### src/rtl/bp_regs_pkg.sv
// Shared constants for the Bus Pirate lane controller: register map,
// ID default, lane indices and the bus-cycle FSM state encoding.
package bp_regs_pkg;

   localparam logic [5:0] ADDR_OE       = 6'h00;
   localparam logic [5:0] ADDR_OD       = 6'h01;
   localparam logic [5:0] ADDR_DIR      = 6'h02;
   localparam logic [5:0] ADDR_DOUT     = 6'h03;
   localparam logic [5:0] ADDR_DIN      = 6'h04;
   localparam logic [5:0] ADDR_DOUT_SET = 6'h05;
   localparam logic [5:0] ADDR_DOUT_CLR = 6'h06;
   localparam logic [5:0] ADDR_ID       = 6'h07;
   localparam logic [5:0] ADDR_EDGE     = 6'h08;
   localparam logic [5:0] ADDR_EDGE_EN  = 6'h09;

   localparam logic [15:0] ID_VALUE_DEF = 16'hB9A1;

   localparam int LANE_MOSI  = 0;
   localparam int LANE_CLOCK = 1;
   localparam int LANE_MISO  = 2;
   localparam int LANE_CS    = 3;
   localparam int LANE_AUX   = 4;

   typedef enum logic [1:0] {
      ST_IDLE     = 2'd0,
      ST_WRITE    = 2'd1,
      ST_READ     = 2'd2,
      ST_WAIT_REL = 2'd3
   } state_e;

endpackage

### src/rtl/bp_sync.sv
// Multi-flop synchronizer for asynchronous inputs. WIDTH bits, STAGES deep,
// every stage resets to RESET_VAL so idle strobes read as inactive.
module bp_sync #(
   parameter int              WIDTH     = 1,
   parameter int              STAGES    = 2,
   parameter logic [WIDTH-1:0] RESET_VAL = '0
) (
   input  logic             clock,
   input  logic             reset,
   input  logic [WIDTH-1:0] d_i,
   output logic [WIDTH-1:0] q_o
);

   logic [WIDTH-1:0] stage_q [STAGES];
   logic [WIDTH-1:0] stage_d [STAGES];

   // Shift chain: stage 0 samples the pin, each later stage its predecessor.
   always_comb begin
      stage_d[0] = d_i;
      for (int i = 1; i < STAGES; i++) begin
         stage_d[i] = stage_q[i-1];
      end
   end

   // Chain registers; the whole array is reset so no stage can leak a stale strobe.
   always_ff @(posedge clock or posedge reset) begin
      if (reset) begin
         for (int i = 0; i < STAGES; i++) begin
            stage_q[i] <= RESET_VAL;
         end
      end else begin
         // NOTE: non-blocking so each stage takes its predecessor's value from before this edge.
         for (int i = 0; i < STAGES; i++) begin
            stage_q[i] <= stage_d[i];
         end
      end
   end

   assign q_o = stage_q[STAGES-1];

endmodule

### src/rtl/mc_pin_ctrl.sv
// Register-mapped controller for the five Bus Pirate IO buffer lanes,
// driven by the MCU's asynchronous parallel memory bus.
// Optional feature: define MC_PIN_EDGE_IRQ_EN to build the EDGE/EDGE_EN
// registers and the edge interrupt; otherwise irq is tied low.
module mc_pin_ctrl
   import bp_regs_pkg::*;
#(
   parameter int          SYNC_STAGES = 2,
   parameter int          NUM_PINS    = 5,
   parameter logic [15:0] ID_VALUE    = ID_VALUE_DEF
) (
   input  logic                clock,
   input  logic                reset,
   input  logic                mc_ce_n,
   input  logic                mc_we_n,
   input  logic                mc_oe_n,
   input  logic [5:0]          mc_add,
   input  logic [15:0]         mc_din,
   output logic [15:0]         mc_dout,
   output logic                mc_dout_oe,
   output logic [NUM_PINS-1:0] pin_oe,
   output logic [NUM_PINS-1:0] pin_od,
   output logic [NUM_PINS-1:0] pin_dir,
   output logic [NUM_PINS-1:0] pin_dout,
   input  logic [NUM_PINS-1:0] pin_din,
   output logic                irq
);

   localparam int PAD = 16 - NUM_PINS;

   logic                ce_s, we_s, oe_s;
   logic [5:0]          add_s;
   logic [NUM_PINS-1:0] data_s;
   logic [NUM_PINS-1:0] din_s;
   logic                unused_din_hi;

   // Only the lane-wide slice of the write bus carries register bits.
   assign unused_din_hi = ^mc_din[15:NUM_PINS];

   bp_sync #(.WIDTH(3), .STAGES(SYNC_STAGES), .RESET_VAL(3'b111)) u_sync_strobe (
      .clock (clock),
      .reset (reset),
      .d_i   ({mc_ce_n, mc_we_n, mc_oe_n}),
      .q_o   ({ce_s, we_s, oe_s})
   );

   bp_sync #(.WIDTH(6 + NUM_PINS), .STAGES(SYNC_STAGES), .RESET_VAL('0)) u_sync_bus (
      .clock (clock),
      .reset (reset),
      .d_i   ({mc_add, mc_din[NUM_PINS-1:0]}),
      .q_o   ({add_s, data_s})
   );

   bp_sync #(.WIDTH(NUM_PINS), .STAGES(SYNC_STAGES), .RESET_VAL('0)) u_sync_din (
      .clock (clock),
      .reset (reset),
      .d_i   (pin_din),
      .q_o   (din_s)
   );

   state_e              state_q, state_d;
   logic [5:0]          hold_add_q, hold_add_d;
   logic [NUM_PINS-1:0] hold_data_q, hold_data_d;
   logic [NUM_PINS-1:0] pin_oe_q, pin_oe_d, pin_od_q, pin_od_d;
   logic [NUM_PINS-1:0] pin_dir_q, pin_dir_d, pin_dout_q, pin_dout_d;
   logic [15:0]         rd_data_q, rd_data_d, rd_mux;
   logic                rd_oe_q, rd_oe_d;
   logic                wr_commit;

`ifdef MC_PIN_EDGE_IRQ_EN
   logic [NUM_PINS-1:0] edge_q, edge_d, edge_en_q, edge_en_d, din_prev_q, din_prev_d;
   logic                irq_q, irq_d;
`endif

   // Register read decode on the synchronized address.
   always_comb begin
      rd_mux = 16'h0000;
      case (add_s)
         ADDR_OE:      rd_mux = {{PAD{1'b0}}, pin_oe_q};
         ADDR_OD:      rd_mux = {{PAD{1'b0}}, pin_od_q};
         ADDR_DIR:     rd_mux = {{PAD{1'b0}}, pin_dir_q};
         ADDR_DOUT:    rd_mux = {{PAD{1'b0}}, pin_dout_q};
         ADDR_DIN:     rd_mux = {{PAD{1'b0}}, din_s};
         ADDR_ID:      rd_mux = ID_VALUE;
`ifdef MC_PIN_EDGE_IRQ_EN
         ADDR_EDGE:    rd_mux = {{PAD{1'b0}}, edge_q};
         ADDR_EDGE_EN: rd_mux = {{PAD{1'b0}}, edge_en_q};
`endif
         default:      rd_mux = 16'h0000;
      endcase
   end

   // Bus-cycle FSM next state, read capture and write commit.
   always_comb begin
      // NOTE: every _d starts from its _q so no path through this block infers a latch.
      state_d     = state_q;
      hold_add_d  = hold_add_q;
      hold_data_d = hold_data_q;
      pin_oe_d    = pin_oe_q;
      pin_od_d    = pin_od_q;
      pin_dir_d   = pin_dir_q;
      pin_dout_d  = pin_dout_q;
      rd_data_d   = rd_data_q;
      rd_oe_d     = rd_oe_q;
      wr_commit   = 1'b0;

      case (state_q)
         ST_IDLE: begin
            if (!ce_s && !we_s) begin
               state_d     = ST_WRITE;
               hold_add_d  = add_s;
               hold_data_d = data_s;
            end else if (!ce_s && !oe_s) begin
               state_d   = ST_READ;
               rd_data_d = rd_mux;
               rd_oe_d   = 1'b1;
            end
         end
         ST_WRITE: begin
            if (we_s || ce_s) begin
               wr_commit = 1'b1;
               state_d   = ST_WAIT_REL;
            end else begin
               hold_add_d  = add_s;
               hold_data_d = data_s;
            end
         end
         ST_READ: begin
            if (oe_s || ce_s) begin
               rd_oe_d = 1'b0;
               state_d = ST_IDLE;
            end
         end
         ST_WAIT_REL: begin
            if (ce_s) state_d = ST_IDLE;
         end
         default: state_d = ST_IDLE;
      endcase

      if (wr_commit) begin
         case (hold_add_q)
            ADDR_OE:       pin_oe_d   = hold_data_q;
            ADDR_OD:       pin_od_d   = hold_data_q;
            ADDR_DIR:      pin_dir_d  = hold_data_q;
            ADDR_DOUT:     pin_dout_d = hold_data_q;
            ADDR_DOUT_SET: pin_dout_d = pin_dout_q | hold_data_q;
            ADDR_DOUT_CLR: pin_dout_d = pin_dout_q & ~hold_data_q;
            default:       ;
         endcase
      end
   end

   // FSM state, holding register, lane config and registered read outputs.
   always_ff @(posedge clock or posedge reset) begin
      if (reset) begin
         state_q     <= ST_IDLE;
         hold_add_q  <= '0;
         hold_data_q <= '0;
         pin_oe_q    <= '0;
         pin_od_q    <= '0;
         pin_dir_q   <= '0;
         pin_dout_q  <= '0;
         rd_data_q   <= '0;
         rd_oe_q     <= 1'b0;
      end else begin
         state_q     <= state_d;
         hold_add_q  <= hold_add_d;
         hold_data_q <= hold_data_d;
         pin_oe_q    <= pin_oe_d;
         pin_od_q    <= pin_od_d;
         pin_dir_q   <= pin_dir_d;
         pin_dout_q  <= pin_dout_d;
         rd_data_q   <= rd_data_d;
         rd_oe_q     <= rd_oe_d;
      end
   end

`ifdef MC_PIN_EDGE_IRQ_EN
   // Edge capture: W1C clear first, then fresh edges OR in so a coincident edge survives.
   always_comb begin
      edge_d     = edge_q;
      edge_en_d  = edge_en_q;
      din_prev_d = din_s;
      if (wr_commit && hold_add_q == ADDR_EDGE)    edge_d    = edge_q & ~hold_data_q;
      if (wr_commit && hold_add_q == ADDR_EDGE_EN) edge_en_d = hold_data_q;
      edge_d = edge_d | (din_s ^ din_prev_q);
      irq_d  = |(edge_q & edge_en_q);
   end

   // Edge, enable and interrupt registers.
   always_ff @(posedge clock or posedge reset) begin
      if (reset) begin
         edge_q     <= '0;
         edge_en_q  <= '0;
         din_prev_q <= '0;
         irq_q      <= 1'b0;
      end else begin
         edge_q     <= edge_d;
         edge_en_q  <= edge_en_d;
         din_prev_q <= din_prev_d;
         irq_q      <= irq_d;
      end
   end

   assign irq = irq_q;
`else
   assign irq = 1'b0;
`endif

   assign mc_dout    = rd_data_q;
   assign mc_dout_oe = rd_oe_q;
   assign pin_oe     = pin_oe_q;
   assign pin_od     = pin_od_q;
   assign pin_dir    = pin_dir_q;
   assign pin_dout   = pin_dout_q;

endmodule

### config.mk
export PLATFORM = sky130hd
export DESIGN_NAME = mc_pin_ctrl
export DESIGN_NICKNAME = d
export VERILOG_FILES = /design/src/rtl/bp_regs_pkg.sv /design/src/rtl/bp_sync.sv /design/src/rtl/mc_pin_ctrl.sv
export SDC_FILE = /design/constraint.sdc
export NUM_CORES = 1
export LEC_CHECK = 0
export CAP_MARGIN = 20
export CORE_UTILIZATION = 35
export CTS_CLUSTER_DIAMETER = 30
export CTS_CLUSTER_SIZE = 8
export DETAILED_ROUTE_END_ITERATION = 8
export HOLD_SLACK_MARGIN = 0.05
export PLACE_DENSITY = 0.66
export SYNTH_ARGS = -nofsm -noshare
export SYNTH_HDL_FRONTEND = slang
export SYNTH_SLANG_ARGS = --single-unit
export TNS_END_PERCENT = 5
### constraint.sdc
create_clock -name clock -period 4.4 [get_ports clock]
set_input_delay 0.44 -clock clock [delete_from_list [all_inputs] [get_ports clock]]
set_output_delay 0.44 -clock clock [all_outputs]
set_load 0.1 [all_outputs]
# [Yosys cells after proc, flatten, opt, wreduce, memory -nomap -nowiden]
# Index checks and enable logic that the tools add are counted.
[word_totals] latch_bits=0 ram_bits=0 elab_cells=81 mem_count=0 output_inout_bits=38 regBits=88 rom_bits=0 in_bits=32
[classes] multipliers=0 bitwise_logic=4 shift=0 mux=20 div_mod_pow=0 magnitude_cmp=0 n_reduce_logical=21 add_sub_neg=0 eq_ne=21
[op_table] cell="case mux 16 bit (6 select lines)" count=1
[op_table] cell="== test 6 x 2 -> 1 bit (second input constant)" count=4
[op_table] cell="== test 6 x 3 -> 1 bit (second input constant)" count=4
[op_table] cell="case mux 5 bit (3 select lines)" count=1
[op_table] cell="== test 6 x 1 -> 1 bit (second input constant)" count=2
[op_table] cell="logical NOT 6 bit" count=2
[op_table] cell="two-way mux 6 bit" count=2
[op_table] cell="inequality test 2 bit (second input constant)" count=6
[op_table] cell="case mux 6 bit (2 select lines)" count=1
[op_table] cell="two-way mux 2 bit" count=5
[op_table] cell="two-way mux 5 bit" count=2
[op_table] cell="case mux 5 bit (2 select lines)" count=1
[op_table] cell="case mux 2 bit (4 select lines)" count=1
[op_table] cell="AND reduction 2 bit" count=4
[op_table] cell="AND reduction 4 bit" count=2
[op_table] cell="AND reduction 3 bit" count=2
[op_table] cell="bitwise AND 5 bit" count=1
[op_table] cell="two-way mux 1 bit" count=5
[op_table] cell="inverter 5 bit" count=1
[op_table] cell="OR 5 bit" count=1
[op_table] cell="== test 2 bit (second input constant)" count=2
[op_table] cell="nonzero test 2 bit" count=2
[op_table] cell="logical NOT 1 bit" count=3
[op_table] cell="inequality test 3 bit (second input constant)" count=1
[op_table] cell="other kinds (8)" count=10

# [Longest topological paths before layout]
[logic_depth] depth_word=5 ltp_mapped=5 depth_no_buf=4

# [Modules after synthesis]
# Synthesis repeated with hierarchy kept, for this count alone.
[hier_totals] cells_unflattened=196 hier_area_um2=2977.9
[modules_own_cells] mod="mc_pin_ctrl" instances=1 seq_area_each_um2=1001.0 area_per_inst_um2=2008.2 cells_each=155
[modules_own_cells] mod="bp_sync (u_sync_bus)" instances=1 seq_area_each_um2=550.5 area_per_inst_um2=554.3 cells_each=23
[modules_own_cells] mod="bp_sync (u_sync_din)" instances=1 seq_area_each_um2=250.2 area_per_inst_um2=254.0 cells_each=11
[modules_own_cells] mod="bp_sync (u_sync_strobe)" instances=1 seq_area_each_um2=157.7 area_per_inst_um2=161.4 cells_each=7

# [Worst setup path after synthesis]
# OpenSTA, ideal clock, no wires.
[synth_timing] path_kind="register -> output" start="reg mc_dout[13] (netlist name)" end="out mc_dout[11]" slack_ns=2.537 n_path_buf=1 arrival_ns=1.423 required_time_ns=3.960 path_stages_with_launch=2 path_cell_list="dfrtp_1 > buf_4"
[synth_lines] element="to (decl)" line_no="mc_pin_ctrl.sv:19" source="output logic [15:0] mc_dout,"

==> results.py <==
metrics = {
    "routing": {
        "post-route-drc-count": 0,
        "vias_per_cell": 4.74,
        "dr.pass1.iters": 4,
        "postRouteAntennaNets": 0,
        "wl_per_cell_um": 15.5,
        "wl_um": 5380,
        "route.vias.total": 1644,
        "drtIter0Drc": 57,
    },
    "timing": {
        "max_freq_mhz": 416,
        "tns_ns": 0,
        "skew_ns": 0.00907,
        "drv_slew": 0,
        "setup_viol": 0,
        "period_share": 0.547,
        "hold_viol": 0,
        "rsz0062_at_grt": "no",
        "worstMarginPinSlew_ns": 1.00,
        "max-slew-margin-rel": 0.330,
        "layout_min_cycle_time_ns": 2.41,
    },
    "power_and_ir_drop": {
        "p_comb_frac": 0.373,
        "switching_power_w": 0.00105,
        "sw_frac_of_total": 0.426,
        "power.internal_w": 0.00142,
        "clockPowerShare": 0.215,
        "powerDensity_nw_per_um2": 672,
        "seqPwrFrac": 0.412,
        "power.leakage_nw": 1.56,
        "ir_drop_v": 0.000447,
    },
    "setup_path": {
        "path_buf_inv": 1,
        "worstPathCellList": "clkdlybuf4s50_1",
        "crit_path_max_fanout": 8,
        "crit_path_max_incr_delay_ns": 1.17,
        "endpoint_kind": "output port",
        "cp.arrival_ns": 1.97,
        "crit_family": "buffers and inverters",
        "slowest_stage": "clkdlybuf4s50_1",
        "required_ns": 3.96,
        "crit_type": "register to output port",
        "start_kind": "register",
    },
    "grt": {
        "grt_pass1_wl_um": 8700,
        "gr-usage-all-layers": 0.138,
        "grt_pass1_vias": 1626,
        "grt_max_degree": 56,
        "antenna_found_initial": 0,
        "grt_overflow": 0,
    },
    "floorplanning": {
        "die_x_um": 92.9,
        "dieArea_um2": 8630,
        "io_pins": 70,
        "core_um2": 7850,
        "die_h_um": 92.9,
        "placementRows": 32,
        "initial_core_util": 0.369,
    },
    "clock_network": {
        "clock_sinks": 78,
        "ctsHoldBuffers": 0,
        "cts_setup_buffers": 0,
        "root_buffer": "clkbuf_8",
        "cts-buffers-inserted": 9,
        "cts_resized": 0,
        "cts_tree": "done",
        "cts_buffer_depth": 2,
        "h-tree-depth": 3,
        "clock_latency_ns": 0.34,
        "path_clk_slew_ns": 0.07,
    },
    "final_layout": {
        "fin_util": 0.469,
        "nets": 272,
        "layout_common_cells": "dfrtp_1, clkdlybuf4s50_1, mux2_2",
        "area_delta_synth_final_pct": 27.2,
        "antenna-diode-count": 0,
        "drive_gt1_frac": 0.237,
        "final_common_cell": "dfrtp_1",
    },
    "synthesis": {
        "synth_edf_count": 0,
        "synth_warnings": 0,
        "synthTopCellsByArea": "dfrtp_1, mux2_2, dfstp_2",
        "ys_types": 36,
        "synth_top_area_share": 0.623,
        "avgSynthCellArea_um2": 15.6,
        "ys_seq_area_frac": 0.677,
        "synth_seq_cells": 78,
        "synthArstFlopShare": 1.00,
        "yosys.area.top_type": "dfrtp_1",
        "synthFlopType": "dfrtp_1",
        "netlist_instances": 186,
        "syn-cell-area_um2": 2890,
    },
    "place": {
        "place_congestion": 0.715,
        "io_buffers": 53,
        "place_hpwl_um": 3740,
    },
    "run_status": {
        "status": "completed",
    },
    "run": {
        "drv_cap": 0,
    },
    "worst_hold_path": {
        "hp-class": "register to register",
    },
}
## kinds of logic (layout without fill, tap and decap cells)
family / Yosys count / after routing / synth area share
AO/OA/AOI/OAI: 20 / 20 / 0.0614
XOR/XNOR: 2 / 2 / 0.00606
buffers and inverters: 21 / 76 / 0.0420
flip-flops: 78 / 78 / 0.677
multiplexers: 31 / 31 / 0.142
other: 1 / 5 / 0.00130
AND/OR/NAND/NOR: 33 / 33 / 0.0696
## metal layers
| layer | vias up | global-route usage | wire [µm] |
|---|---|---|---|
| li1 | 756 | - | - |
| met1 | 836 | 0.186 | 2520 |
| met2 | 44 | 0.196 | 2430 |
| met3 | 8 | 0.0542 | 343 |
| met4 | 0 | 0.0615 | 87 |
| met5 | - | 0 | 0 |
## power by group through the flow
stage	clock network (W)	logic, W	registers [W]
final	0.000532	0.000921	0.00102
after detailed placement	0	0.000928	0.00103
after CTS	0.000542	0.000930	0.00102
after floorplan	0	0.000282	0.00144
after global routing	0.000577	0.000961	0.00104
after global placement	0	0.000916	0.00102
## state kept, by name, summed over array words and instances, names as in the netlist
register	cells
hold_add_q	6
hold_data_q	5
mc_dout	6
mc_dout_oe	1
pin_dir	5
pin_dout	5
pin_od	5
pin_oe	5
state_q	2
u_sync_bus.q_o	11
u_sync_bus.stage_d	11
u_sync_din.q_o	5
u_sync_din.stage_d	5
u_sync_strobe.q_o	3
u_sync_strobe.stage_d	3
## metrics by stage
step	std cells	worst slack, ns	cell area [µm²]	power, W	hold slack [ns]
floorplan	190	1.97	2910	0.00173	0.331
global placement	331	2.26	3480	0.00194	0.334
detailed placement	331	2.17	3480	0.00196	0.335
CTS	347	1.96	3680	0.00249	0.353
global route	347	1.90	3680	0.00258	0.355
finish	347	1.99	3680	0.00247	0.351
## final cells by class
cell class	count	area (µm²)
clock buffers	11	141
clock inverters	5	58.8
fillers	732	4170
inverters	5	18.8
multi-input cells	91	827
flip-flops and latches	78	1960
well taps	102	128
repair buffers	55	546
## cells in the mapped netlist (2+ instances only)
cell	count
dfrtp_1	72
mux2_2	21
buf_4	11
a221o_1	9
nand2_1	8
dfstp_2	6
nor3b_1	6
inv_1	5
mux2_4	5
nor2_1	5
mux4_2	4
nor2b_1	4
clkbuf_1	3
a21o_1	2
nor3_1	2
o21ai_0	2
xor2_1	2
## worst register-to-register path: cells and delay by family, from the launching register on
| kind | cells | cell delay (ns) |
|---|---|---|
| flip-flops | 1 | 0.39 |
| AND/OR/NAND/NOR | 2 | 1.02 |
| multiplexers | 1 | 0.41 |
| AO/OA/AOI/OAI | 1 | 0.24 |
## path summary, 6_finish.rpt
path | from | end | slack, ns | cells past startpoint
hold reg to reg | u_sync_bus.stage_d[10] | u_sync_bus.q_o[10] | 0.35 | 0
setup reg to reg | hold_add_q[4] | pin_od[3] | 2.23 | 4
setup / recovery | mc_dout[13] | mc_dout[12] | 1.99 | 1
hold / removal | u_sync_bus.stage_d[10] | u_sync_bus.q_o[10] | 0.35 | 0
max in group asynchronous | reset | pin_dout[0] | 2.94 | 3
min in group asynchronous | reset | hold_add_q[5] | 0.43 | 2
(Power assumes the default switching activity.)
